## config.mk

```make
export PLATFORM = sky130hd
export DESIGN_NAME = pipe_reg_ce_arst
export DESIGN_NICKNAME = d
export VERILOG_FILES = /design/src/rtl/pipe_reg_pkg.sv /design/src/rtl/pipe_reg_stage.sv /design/src/rtl/pipe_reg_ce_arst.sv
export SDC_FILE = /design/constraint.sdc
export NUM_CORES = 1
export LEC_CHECK = 0
export ABC_AREA = 1
export ABC_CLOCK_PERIOD_IN_PS = 1400
export CAP_MARGIN = 20
export CORE_UTILIZATION = 40
export DETAILED_ROUTE_END_ITERATION = 6
export GPL_ROUTABILITY_DRIVEN = 0
export PLACE_DENSITY = 0.67
export SYNTH_ARGS = -nofsm -noshare
export SYNTH_HDL_FRONTEND = slang
export SYNTH_SLANG_ARGS = --single-unit
```

## constraint.sdc

```tcl
create_clock -name CLK -period 1.4 [get_ports CLK]
set_input_delay 0.28 -clock CLK [delete_from_list [all_inputs] [get_ports CLK]]
set_output_delay 0.28 -clock CLK [all_outputs]
set_load 0.02 [all_outputs]
```

## src/rtl/pipe_reg_pkg.sv

```systemverilog
// Shared constants and elaboration helpers for the elastic pipeline register.
package pipe_reg_pkg;

  // Deepest pipeline this block is built and checked for.
  localparam int DEPTH_MAX = 8;

  // Width of the occupancy counter: it must be able to hold 0..depth.
  function automatic int count_w(input int depth);
    return $clog2(depth + 1);
  endfunction

  // Legal stage counts are 1..DEPTH_MAX.
  function automatic bit depth_ok(input int depth);
    return (depth >= 1) && (depth <= DEPTH_MAX);
  endfunction

endpackage

```

## src/rtl/pipe_reg_stage.sv

```systemverilog
// One pipeline stage: a valid bit plus a data register.
// Data only loads when the incoming word is valid, so a bubble moving
// through the stage leaves the previous data visible.
module pipe_reg_stage #(
  parameter int               WIDTH = 16,
  parameter logic [WIDTH-1:0] INIT  = '0
) (
  input  logic             clk,
  input  logic             rst,
  input  logic             en,
  input  logic             clr,
  input  logic             in_valid,
  input  logic [WIDTH-1:0] in_data,
  output logic             valid,
  output logic [WIDTH-1:0] data
);

  // Stage register: async reset, clear beats load, load copies upstream.
  always_ff @(posedge clk or posedge rst) begin
    if (rst) begin
      valid <= 1'b0;
      data  <= INIT;
    end else if (clr) begin
      valid <= 1'b0;
      data  <= INIT;
    end else if (en) begin
      valid <= in_valid;
      if (in_valid) begin
        data <= in_data;
      end
    end
  end

endmodule

```

## src/rtl/pipe_reg_ce_arst.sv

```systemverilog
// DEPTH-stage elastic pipeline register with clock enable, async reset,
// synchronous clear and an occupancy count.
//
// Handshake: a word moves in when I_VALID & I_READY at a rising CLK edge,
// and moves out when O_VALID & O_READY & CE & ~CLR at that edge. I_READY
// depends combinationally on O_READY so a full pipe that is draining can
// accept a new word in the same cycle. Consumers must qualify the output
// transfer with CE and CLR too, since neither moves data when asserted.
module pipe_reg_ce_arst
  import pipe_reg_pkg::*;
#(
  parameter int               WIDTH = 16,
  parameter int               DEPTH = 2,
  parameter logic [WIDTH-1:0] INIT  = '0
) (
  input  logic                        CLK,
  input  logic                        ASYNCRESET,
  input  logic                        CE,
  input  logic                        CLR,
  input  logic                        I_VALID,
  input  logic [WIDTH-1:0]            I,
  output logic                        I_READY,
  output logic                        O_VALID,
  output logic [WIDTH-1:0]            O,
  input  logic                        O_READY,
  output logic [count_w(DEPTH)-1:0]   COUNT
);

  localparam int CW = count_w(DEPTH);

  generate
    if (!depth_ok(DEPTH)) begin : g_bad_depth
      $error("pipe_reg_ce_arst: DEPTH must be in 1..8");
    end
  endgenerate

  logic [DEPTH-1:0] v;
  logic [WIDTH-1:0] d [DEPTH];
  logic [DEPTH-1:0] load;
  logic             out_xfer;
  logic             in_xfer;
  logic [CW-1:0]    count_q;

  assign O_VALID  = v[DEPTH-1];
  assign O        = d[DEPTH-1];
  assign out_xfer = v[DEPTH-1] & O_READY & CE & ~CLR;
  assign I_READY  = CE & ~CLR & ~ASYNCRESET & load[0];
  assign in_xfer  = I_VALID & I_READY;
  assign COUNT    = count_q;

  // Ready chain from the output back: a stage may load if it is empty or
  // the stage after it is moving, which lets bubbles collapse.
  always_comb begin
    load = '0;
    load[DEPTH-1] = ~v[DEPTH-1] | out_xfer;
    for (int k = DEPTH - 2; k >= 0; k--) begin
      load[k] = ~v[k] | load[k+1];
    end
  end

  generate
    for (genvar k = 0; k < DEPTH; k++) begin : g_stage
      if (k == 0) begin : g_first
        pipe_reg_stage #(.WIDTH(WIDTH), .INIT(INIT)) u_stage (
          .clk      (CLK),
          .rst      (ASYNCRESET),
          .en       (CE & load[k]),
          .clr      (CLR),
          .in_valid (in_xfer),
          .in_data  (I),
          .valid    (v[k]),
          .data     (d[k])
        );
      end else begin : g_next
        pipe_reg_stage #(.WIDTH(WIDTH), .INIT(INIT)) u_stage (
          .clk      (CLK),
          .rst      (ASYNCRESET),
          .en       (CE & load[k]),
          .clr      (CLR),
          .in_valid (v[k-1]),
          .in_data  (d[k-1]),
          .valid    (v[k]),
          .data     (d[k])
        );
      end
    end
  endgenerate

  // Occupancy: +1 on input-only transfer, -1 on output-only transfer.
  always_ff @(posedge CLK or posedge ASYNCRESET) begin
    if (ASYNCRESET) begin
      count_q <= '0;
    end else if (CLR) begin
      count_q <= '0;
    end else if (CE) begin
      if (in_xfer && !out_xfer) begin
        count_q <= count_q + CW'(1);
      end else if (!in_xfer && out_xfer) begin
        count_q <= count_q - CW'(1);
      end
    end
  end

endmodule

```

# [After elaboration in Yosys (flattened, before gate mapping)]
# Cells that the tools add are included.
# Widths: inputs -> output; s select.
[classes] addsub=2 reduce_logical=13 n_mux=14 bitwise=15
[ops] operator="$mux 16" count=6
[ops] operator="$reduce_bool 2->1" count=5
[ops] operator="$and 1x1->1" count=9
[ops] operator="$mux 2" count=4
[ops] operator="$reduce_and 2->1" count=3
[ops] operator="$mux 1" count=4
[ops] operator="$not 1->1" count=4
[ops] operator="$reduce_bool 3->1" count=1
[ops] operator="$add 2x1->2 const B" count=1
[ops] operator="$logic_and 1x1->1" count=2
[ops] operator="$logic_not 1->1" count=2
[ops] operator="$or 1x1->1" count=2
[ops] operator="$sub 2x1->2 const B" count=1
[word_totals] elab_cells=49 input_bits=22 output_inout_bits=20 regBits=36

# [Logic depth before layout (Yosys ltp)]
# Gate-level depths: netlist of run 1.
[depth] ltp_word=13 mapped_depth=9 depth_no_buf=9

# [Hierarchy]
# A second synthesis of run 1 with hierarchy kept.
[hier_totals] cells_unflattened=253 area_unflattened_um2=2042.0
[modules_own_cells] module="pipe_reg_stage" cells_each=109 seq_area_each_um2=425.4 area_per_inst_um2=913.4 n_inst=2
[modules_own_cells] module="pipe_reg_ce_arst" cells_each=35 seq_area_each_um2=50.0 area_per_inst_um2=215.2 n_inst=1

# [Worst setup path before layout of run 1]
# OpenSTA, ideal clock, no wires.
[synth_path] path_type="register to register" from="reg g_stage[1].g_next.u_stage.valid" to="reg g_stage[1].g_next.u_stage.data[0]" period_less_slack_ps=1379 stages_incl_launch_ff=9 setup_slack_ps=21 path_buffers=1 setup_ps=125 required_ps=1275 t_arrival_ps=1254 path_cell_list="dfrtp_1 -> nand2_1 -> inv_1 -> nand2_2 -> nand2_1 -> nand2_2 -> o21ai_4 -> buf_4 -> o22ai_1"
[synth_via] elab_chain_cells=7 word_cells_on_any_way=8 cone_classes="bitwise: 6; reduce/logical: 2"
[synth_lines] element="from (decl)" line="pipe_reg_stage.sv:14" rtl="output logic valid,"
[synth_lines] element="from (signal assigned)" line="pipe_reg_stage.sv:27" rtl="valid <= in_valid;"
[synth_lines] element="$and 1x1->1 (3 in series)" line="pipe_reg_ce_arst.sv:46" rtl="assign out_xfer = v[DEPTH-1] & O_READY & CE & ~CLR;"
[synth_lines] element="$or 1x1->1 *" line="pipe_reg_ce_arst.sv:55" rtl="load[DEPTH-1] = ~v[DEPTH-1] | out_xfer;"
[synth_lines] element="$and 1x1->1 *" line="pipe_reg_ce_arst.sv:78" rtl=".en (CE & load[k]),"
[synth_lines] element="$reduce_bool 2->1 (no source line) *"
[synth_lines] element="$reduce_and 2->1 (no source line) *"
[synth_lines] element="to (signal assigned)" line="pipe_reg_stage.sv:29" rtl="data <= in_data;"
[synth_lines] element="to (decl)" line="pipe_reg_stage.sv:15" rtl="output logic [WIDTH-1:0] data"
# Mark *: on every way between the ends. The rest lies on a longest branch, timed or not.
# A chain may end at the register's enable or synchronous reset.

# [Worst setup path after layout of run 1]
[layout_path] from="in ASYNCRESET" to="out I_READY"
[layout_via] elab_chain_cells=3
[layout_lines] element="from (decl)" line="pipe_reg_ce_arst.sv:17" rtl="input logic ASYNCRESET,"
[layout_lines] element="$not 1->1" line="pipe_reg_ce_arst.sv:47" rtl="assign I_READY = CE & ~CLR & ~ASYNCRESET & load[0];"
[layout_lines] element="$and 1x1->1 (2 in series)" line="pipe_reg_ce_arst.sv:47"
[layout_lines] element="to (decl)" line="pipe_reg_ce_arst.sv:22" rtl="output logic I_READY,"
# No other way between the ends.

==> flow_summary.yaml, run 1 <==
outcome:
  result_of_the_run: "complete, but fails checks"
  violations: "negative setup slack"
clock_tree:
  clkSlewWorstSetupHoldPaths_ps: 70
  cts-root-buf: "clkbuf_8"
  cts-htree-levels: 2
  cts-buffers-inserted: 5
  cts_tree: "yes"
  worstSkewPairLatency_ps: 280
  clk_path_buf_depth: 2
  numClockSinks: 36
power:
  internal-power_uw: 1600
  peakVddDrop_mv: 0.578
  static-leakage-power_uw: 0.00110
  power_density_mw_per_mm2: 881
  switching_power_uw: 523
  power_uw: 2120
  power_frac_comb_pct: 14.2
  share_clk_of_total_power_pct: 35.1
  switching_share_pct: 24.7
  pwr-share-seq_pct: 50.7
floorplanning:
  floorplan.die.width_um: 66.3
  die_area_mm2: 0.00440
  start_util_pct: 41.4
  num_rows: 23
  core_region_area_mm2: 0.00400
  io-pin-count: 42
  dieHeight_um: 66.3
timing:
  period_needed_ps: 1460
  slew-limit-headroom_pct: 80.4
  max_clock_freq_mhz: 685
  min_period_over_period_pct: 104
  transition_at_the_pin_with_the_smallest_max_transition_slack_ps: 293
  timing.final.ws_setup_ps: -60.1
  setup_repair_after_global_routing_missed_its_margin: "yes"
  report.final.slew_viol_count: 0
  finalSetupViolations: 1
  skew_ps: 6.68
  hold_violations: 0
worst_setup_path:
  kind_of_capture_point_of_the_worst_setup_path: "output pin"
  startpoint_type: "input pin"
  worst_ep_required_time_ps: 1120
  crit_family: "buffers and inverters"
  worst_r2r_path_depth: 9
  critical_path_arrival_ps: 1180
  crit_type: "in -> out"
  critical_path.max_stage_delay_ps: 460
  critPathBufInv: 3
  critical_path.reg2reg.startpoint: "g_stage[1].g_next.u_stage.valid"
  worstSetupPathDepth: 5
  cp_max_fo: 3
  crit_path_cell_trace: "clkdlybuf4s50_1, nor3_4, nand2_2, inv_2, buf_6"
  cpMaxStageDelayCell: "clkdlybuf4s50_1"
  critical_path.startpoint: "ASYNCRESET"
place:
  placed_cells: 259
  port_buffers: 41
  detailed_place_hpwl_um: 2160
  placement.cell_area_mm2: 0.00212
grt:
  grt_start_max_net_pins: 37
  grt_use_total_pct: 18.7
  grt_pass1_vias: 1236
  antenna_found_initial: 0
  overflow: 0
  grt_first_pass_wirelength_um: 5970
detailed_routing:
  post-route-drc-count: 0
  num_vias: 1304
  starting_drt_drc_count: 67
  viasPerCell: 4.79
  detail-route-antenna-nets: 0
  drtPass1Iterations: 4
  post_drt_wl_per_cell_um: 13.4
  detail_route.wirelength_um: 3660
yosys:
  ys_types: 21
  synth.cells.most_frequent: "39 x inv_1, 36 x dfrtp_1, 20 x nand3_1"
  yosys_warnings: 0
  netlist_instances: 174
  synth-seq-cells: 36
  yosys.cell_count.top_type: "inv_1"
  synth-seq-area-share_pct: 54.4
  largest_cells_by_area_after_synthesis: "dfrtp_1 54%, inv_1 8.8%, buf_4 7.7%, nand3_1 6.0%, o22ai_1 6.0%"
  synth_flop_cell: "dfrtp_1"
  syn_area_mm2: 0.00166
  postSynthAreaPerCell_um2: 9.51
  synth_edf_count: 0
  cell_taking_the_most_area_after_synthesis: "dfrtp_1"
  synth_async_sr_flop_share_pct: 100
  yosys_top_cell_area_share_pct: 54.4
  synth_fp_nets: 196
layout:
  cell_area_after_layout_mm2: 0.00241
  antenna_cells_inserted: 0
  syn2layout_area_growth_pct: 45.4
  nets_finish: 243
  finalCoreUtilization_pct: 60.2
  fraction_of_final_layout_cells_with_drive_strength_greater_than_1_pct: 27.0
  stdcell_count: 272
job:
  maxCapViolations: 0
hold_path:
  worst_hold_path_type: "in -> async"
placed cells by master (no fill, tap or decap), types with 2 or more instances in the layout:
cell type	count
buf_12	3
buf_4	14
buf_6	2
clkbuf_8	6
clkdlybuf4s50_1	18
clkinv_2	2
dfrtp_1	36
dlygate4sd2_1	21
inv_1	38
inv_2	2
nand2_1	5
nand2_2	3
nand2_4	3
nand3_1	19
nand3_4	3
nand3b_1	2
nand4_1	2
o21ai_0	15
o21ai_1	3
o22ai_2	13
o22ai_4	3
stage by stage:
| step | worst slack, ps | hold slack, ps | setup TNS, ps |
|---|---|---|---|
| after floorplan | 20.8 | 427 | 0 |
| after global placement | -732 | 493 | -13240 |
| after detailed placement | -755 | 510 | -14330 |
| after CTS | -97.4 | 397 | -237 |
| after global routing | -146 | 476 | -950 |
| final | -60.1 | 426 | -60.1 |
tightest hold or removal path: cells and delay by family:
| kind | cells | cell delay, ps |
|---|---|---|
| buf+inv | 3 | 800 |
metal layers:
metal  global-route usage (%)  vias to the layer above  routed length, µm
met5                        0                        -                  0
met4                     7.18                        0                 92
met3                     3.10                       10                108
met2                     30.5                       27               1860
met1                     24.6                      621               1600
li1                         -                      646                  -
what timing repair did:
item,CTS,global route
setup endpoints to repair,55,37
gates resized for setup,43,23
hold buffers,0,0
gates cloned,3,0
buffers inserted,3,1
pin swaps,7,4
power by group through the flow:
stage / registers (µW) / clock network, µW / logic [µW]
after global routing: 1080 / 808 / 328
after floorplan: 1100 / 0 / 111
after global placement: 1090 / 0 / 264
final: 1070 / 744 / 301
after CTS: 1070 / 765 / 298
after detailed placement: 1090 / 0 / 265
cell families after synthesis:
| kind of cell | after synthesis | synth area share, % |
|---|---|---|
| AOI/OAI and AO/OA | 36 | 13.0 |
| xor gates and xnor gates | 1 | 0.529 |
| buffers and inverters | 62 | 19.3 |
| DFF | 36 | 54.4 |
| and+or+nand+nor | 39 | 12.8 |
sequential cells by signal (all words and copies together), names as in the netlist:
signal and flops:
g_stage.g_first.u_stage.data 16, g_stage.g_next.u_stage.data 16, g_stage.g_first.u_stage.valid 1, g_stage.g_next.u_stage.valid 1
COUNT 2
layout make-up:
class	count	area [µm²]
flip-flops and latches	36	901
inverters	40	150
well taps	50	62.6
fillers	345	1590
clock buffers	6	82.6
repair buffers	60	572
clock inverters	2	10.0
multi-input cells	78	629
path summary, 6_finish.rpt:
kind | endpoint | slack [ps]
hold / removal | g_stage[1].g_next.u_stage.valid | 430
setup reg to reg | g_stage[1].g_next.u_stage.data[12] | 40
hold reg to reg | g_stage[1].g_next.u_stage.data[10] | 510
setup / recovery | I_READY | -60
min in group CLK | g_stage[1].g_next.u_stage.data[10] | 510
max in group asynchronous | g_stage[0].g_first.u_stage.data[10] | 780
No activity file was read; power rests on OpenSTA's default activity.
==> run 2, diff against run 1 <==
--- a/config.mk
+++ b/config.mk
@@ -11,6 +11,7 @@
 export CORE_UTILIZATION = 40
 export DETAILED_ROUTE_END_ITERATION = 6
 export GPL_ROUTABILITY_DRIVEN = 0
+export MAX_ROUTING_LAYER = met4
 export PLACE_DENSITY = 0.67
 export SYNTH_ARGS = -nofsm -noshare
 export SYNTH_HDL_FRONTEND = slang
==> run 2 against run 1 <==
Against the previous run:
- clock power barely moved
- global-route usage rose by 0.62 points
- combinational power barely moved
- register-to-register slack barely moved
- the flow still finishes with violations (negative setup slack)
- critical endpoint unchanged
- critical path depth did not move
- first-iteration DRC count fell by 3.0%
- non-clock buffer count did not move
==> flow_summary.yaml, run 2 (synthesis results as in run 1) <==
timing:
  report.final.slew_viol_count: 0
  finalSetupViolations: 1
  hold_violations: 0
  slew-limit-headroom_pct: 80.4
  max_clock_freq_mhz: 685
  skew_ps: 6.88
  timing.final.ws_setup_ps: -60.3
  hold_ws_ps: 425
  period_needed_ps: 1460
  transition_at_the_pin_with_the_smallest_max_transition_slack_ps: 293
  setup_repair_after_global_routing_missed_its_margin: "yes"
  min_period_over_period_pct: 104
power:
  static-leakage-power_uw: 0.00110
  peakVddDrop_mv: 0.577
  power_uw: 2120
  power_density_mw_per_mm2: 881
layout:
  ff_latch_area_um2: 901
  finalCoreUtilization_pct: 60.2
  syn2layout_area_growth_pct: 45.4
  nets_finish: 243
  antenna_cells_inserted: 0
  stdcell_count: 272
  fraction_of_final_layout_cells_with_drive_strength_greater_than_1_pct: 27.0
  multi_input_comb_area_um2: 629
  layout.filler_cells: 345
  layout_common_cells: "38 x inv_1, 36 x dfrtp_1, 21 x dlygate4sd2_1"
  layout_commonest_cell: "inv_1"
detailed_routing:
  starting_drt_drc_count: 65
  num_vias: 1308
  detail-route-antenna-nets: 0
  detail_route.wirelength_um: 3670
  drtPass1Iterations: 4
  post_drt_wl_per_cell_um: 13.5
  post-route-drc-count: 0
  viasPerCell: 4.81
clock_tree:
  cts_tree: "yes"
  cts-root-buf: "clkbuf_8"
  clkSlewWorstSetupHoldPaths_ps: 70
  numClockSinks: 36
  cts-hold-fix-buffers: 0
  cts-buffers-inserted: 5
  worstSkewPairLatency_ps: 280
  cts-htree-levels: 2
  clk_path_buf_depth: 2
outcome:
  result_of_the_run: "complete, but fails checks"
  violations: "negative setup slack"
place:
  port_buffers: 41
  detailed_place_hpwl_um: 2160
  placed_cells: 259
worst_setup_path:
  worst_ep_required_time_ps: 1120
  critical_path_arrival_ps: 1180
  critical_path.max_stage_delay_ps: 460
  kind_of_capture_point_of_the_worst_setup_path: "output pin"
  crit_type: "in -> out"
  critPathBufInv: 3
  cpMaxStageDelayCell: "clkdlybuf4s50_1"
  crit_family: "buffers and inverters"
  crit_path_cell_trace: "clkdlybuf4s50_1, nor3_4, nand2_2, inv_2, buf_6"
  startpoint_type: "input pin"
  cp_max_fo: 3
floorplanning:
  dieHeight_um: 66.3
  num_rows: 23
  start_util_pct: 41.4
  die_area_mm2: 0.00440
  core_region_area_mm2: 0.00400
  floorplan.die.width_um: 66.3
  io-pin-count: 42
job:
  maxCapViolations: 0
grt:
  overflow: 0
  antenna_found_initial: 0
  grt_pass1_vias: 1231
  grt_first_pass_wirelength_um: 5970
  grt_use_total_pct: 19.3
  grt_start_max_net_pins: 37
hold_path:
  worst_hold_path_type: "in -> async"
==> run 2: cell type report <==
type	instances	share of cell area, %
Inverter	40	6.24
Multi-Input combinational cell	78	26.1
Clock inverter	2	0.416
Timing Repair Buffer	60	23.8
Clock buffer	6	3.43
Tap cell	50	2.60
Sequential cell	36	37.4
==> run 2: timing repair <==
item,4_1_cts,5_1_grt
setup buffers,3,1
setup endpoints to repair,55,37
pin swaps,7,4
cloned,3,0
endpoints found under the hold margin,0,0
gates resized for setup,43,23
==> run 2: per-layer routing <==
layer | GRT usage, % | part of all wire, % | up-vias | wire length [µm]
met2 | 30.5 | 50 | 29 | 1850
met3 | 3.62 | 2.9 | 9 | 107
met5 | - | 0 | - | 0
met4 | 7.18 | 2.5 | 0 | 91
li1 | - | - | 646 | -
met1 | 24.6 | 44 | 624 | 1620
==> run 2: final timing paths <==
check                                                     from                                   to  slack, ps  cells after the start
hold reg to reg            g_stage[0].g_first.u_stage.data[10]   g_stage[1].g_next.u_stage.data[10]        510                      2
setup / recovery                                    ASYNCRESET                              I_READY        -60                      5
hold / removal                                      ASYNCRESET      g_stage[1].g_next.u_stage.valid        420                      3
max in group asynchronous                           ASYNCRESET  g_stage[0].g_first.u_stage.data[10]        780                      3
min in group CLK           g_stage[0].g_first.u_stage.data[10]   g_stage[1].g_next.u_stage.data[10]        510                      2
setup reg to reg               g_stage[1].g_next.u_stage.valid   g_stage[1].g_next.u_stage.data[12]         30                      9
==> run 2: worst reg2reg max path: cells and delay by family, from the launching register on <==
| kind | cells | cell delay (ps) |
|---|---|---|
| compound gates | 2 | 260 |
| flops | 1 | 380 |
| simple gates | 4 | 240 |
| buf+inv | 3 | 360 |
==> run 2: stage by stage <==
step                setup WS [ps]  TNS [ps]  cell area [µm²]
finish                      -60.3     -60.3             2410
global route                 -149      -953             2410
CTS                         -97.4      -237             2330
detailed placement           -755    -14330             2120
global placement             -732    -13240             2120
floorplan                    20.8         0             1660
==> run 2: power breakdown <==
group	switching (µW)	total (µW)	internal (µW)
clock network	352	744	392
logic	162	302	140
registers	9.62	1070	1060
total	523	2120	1600
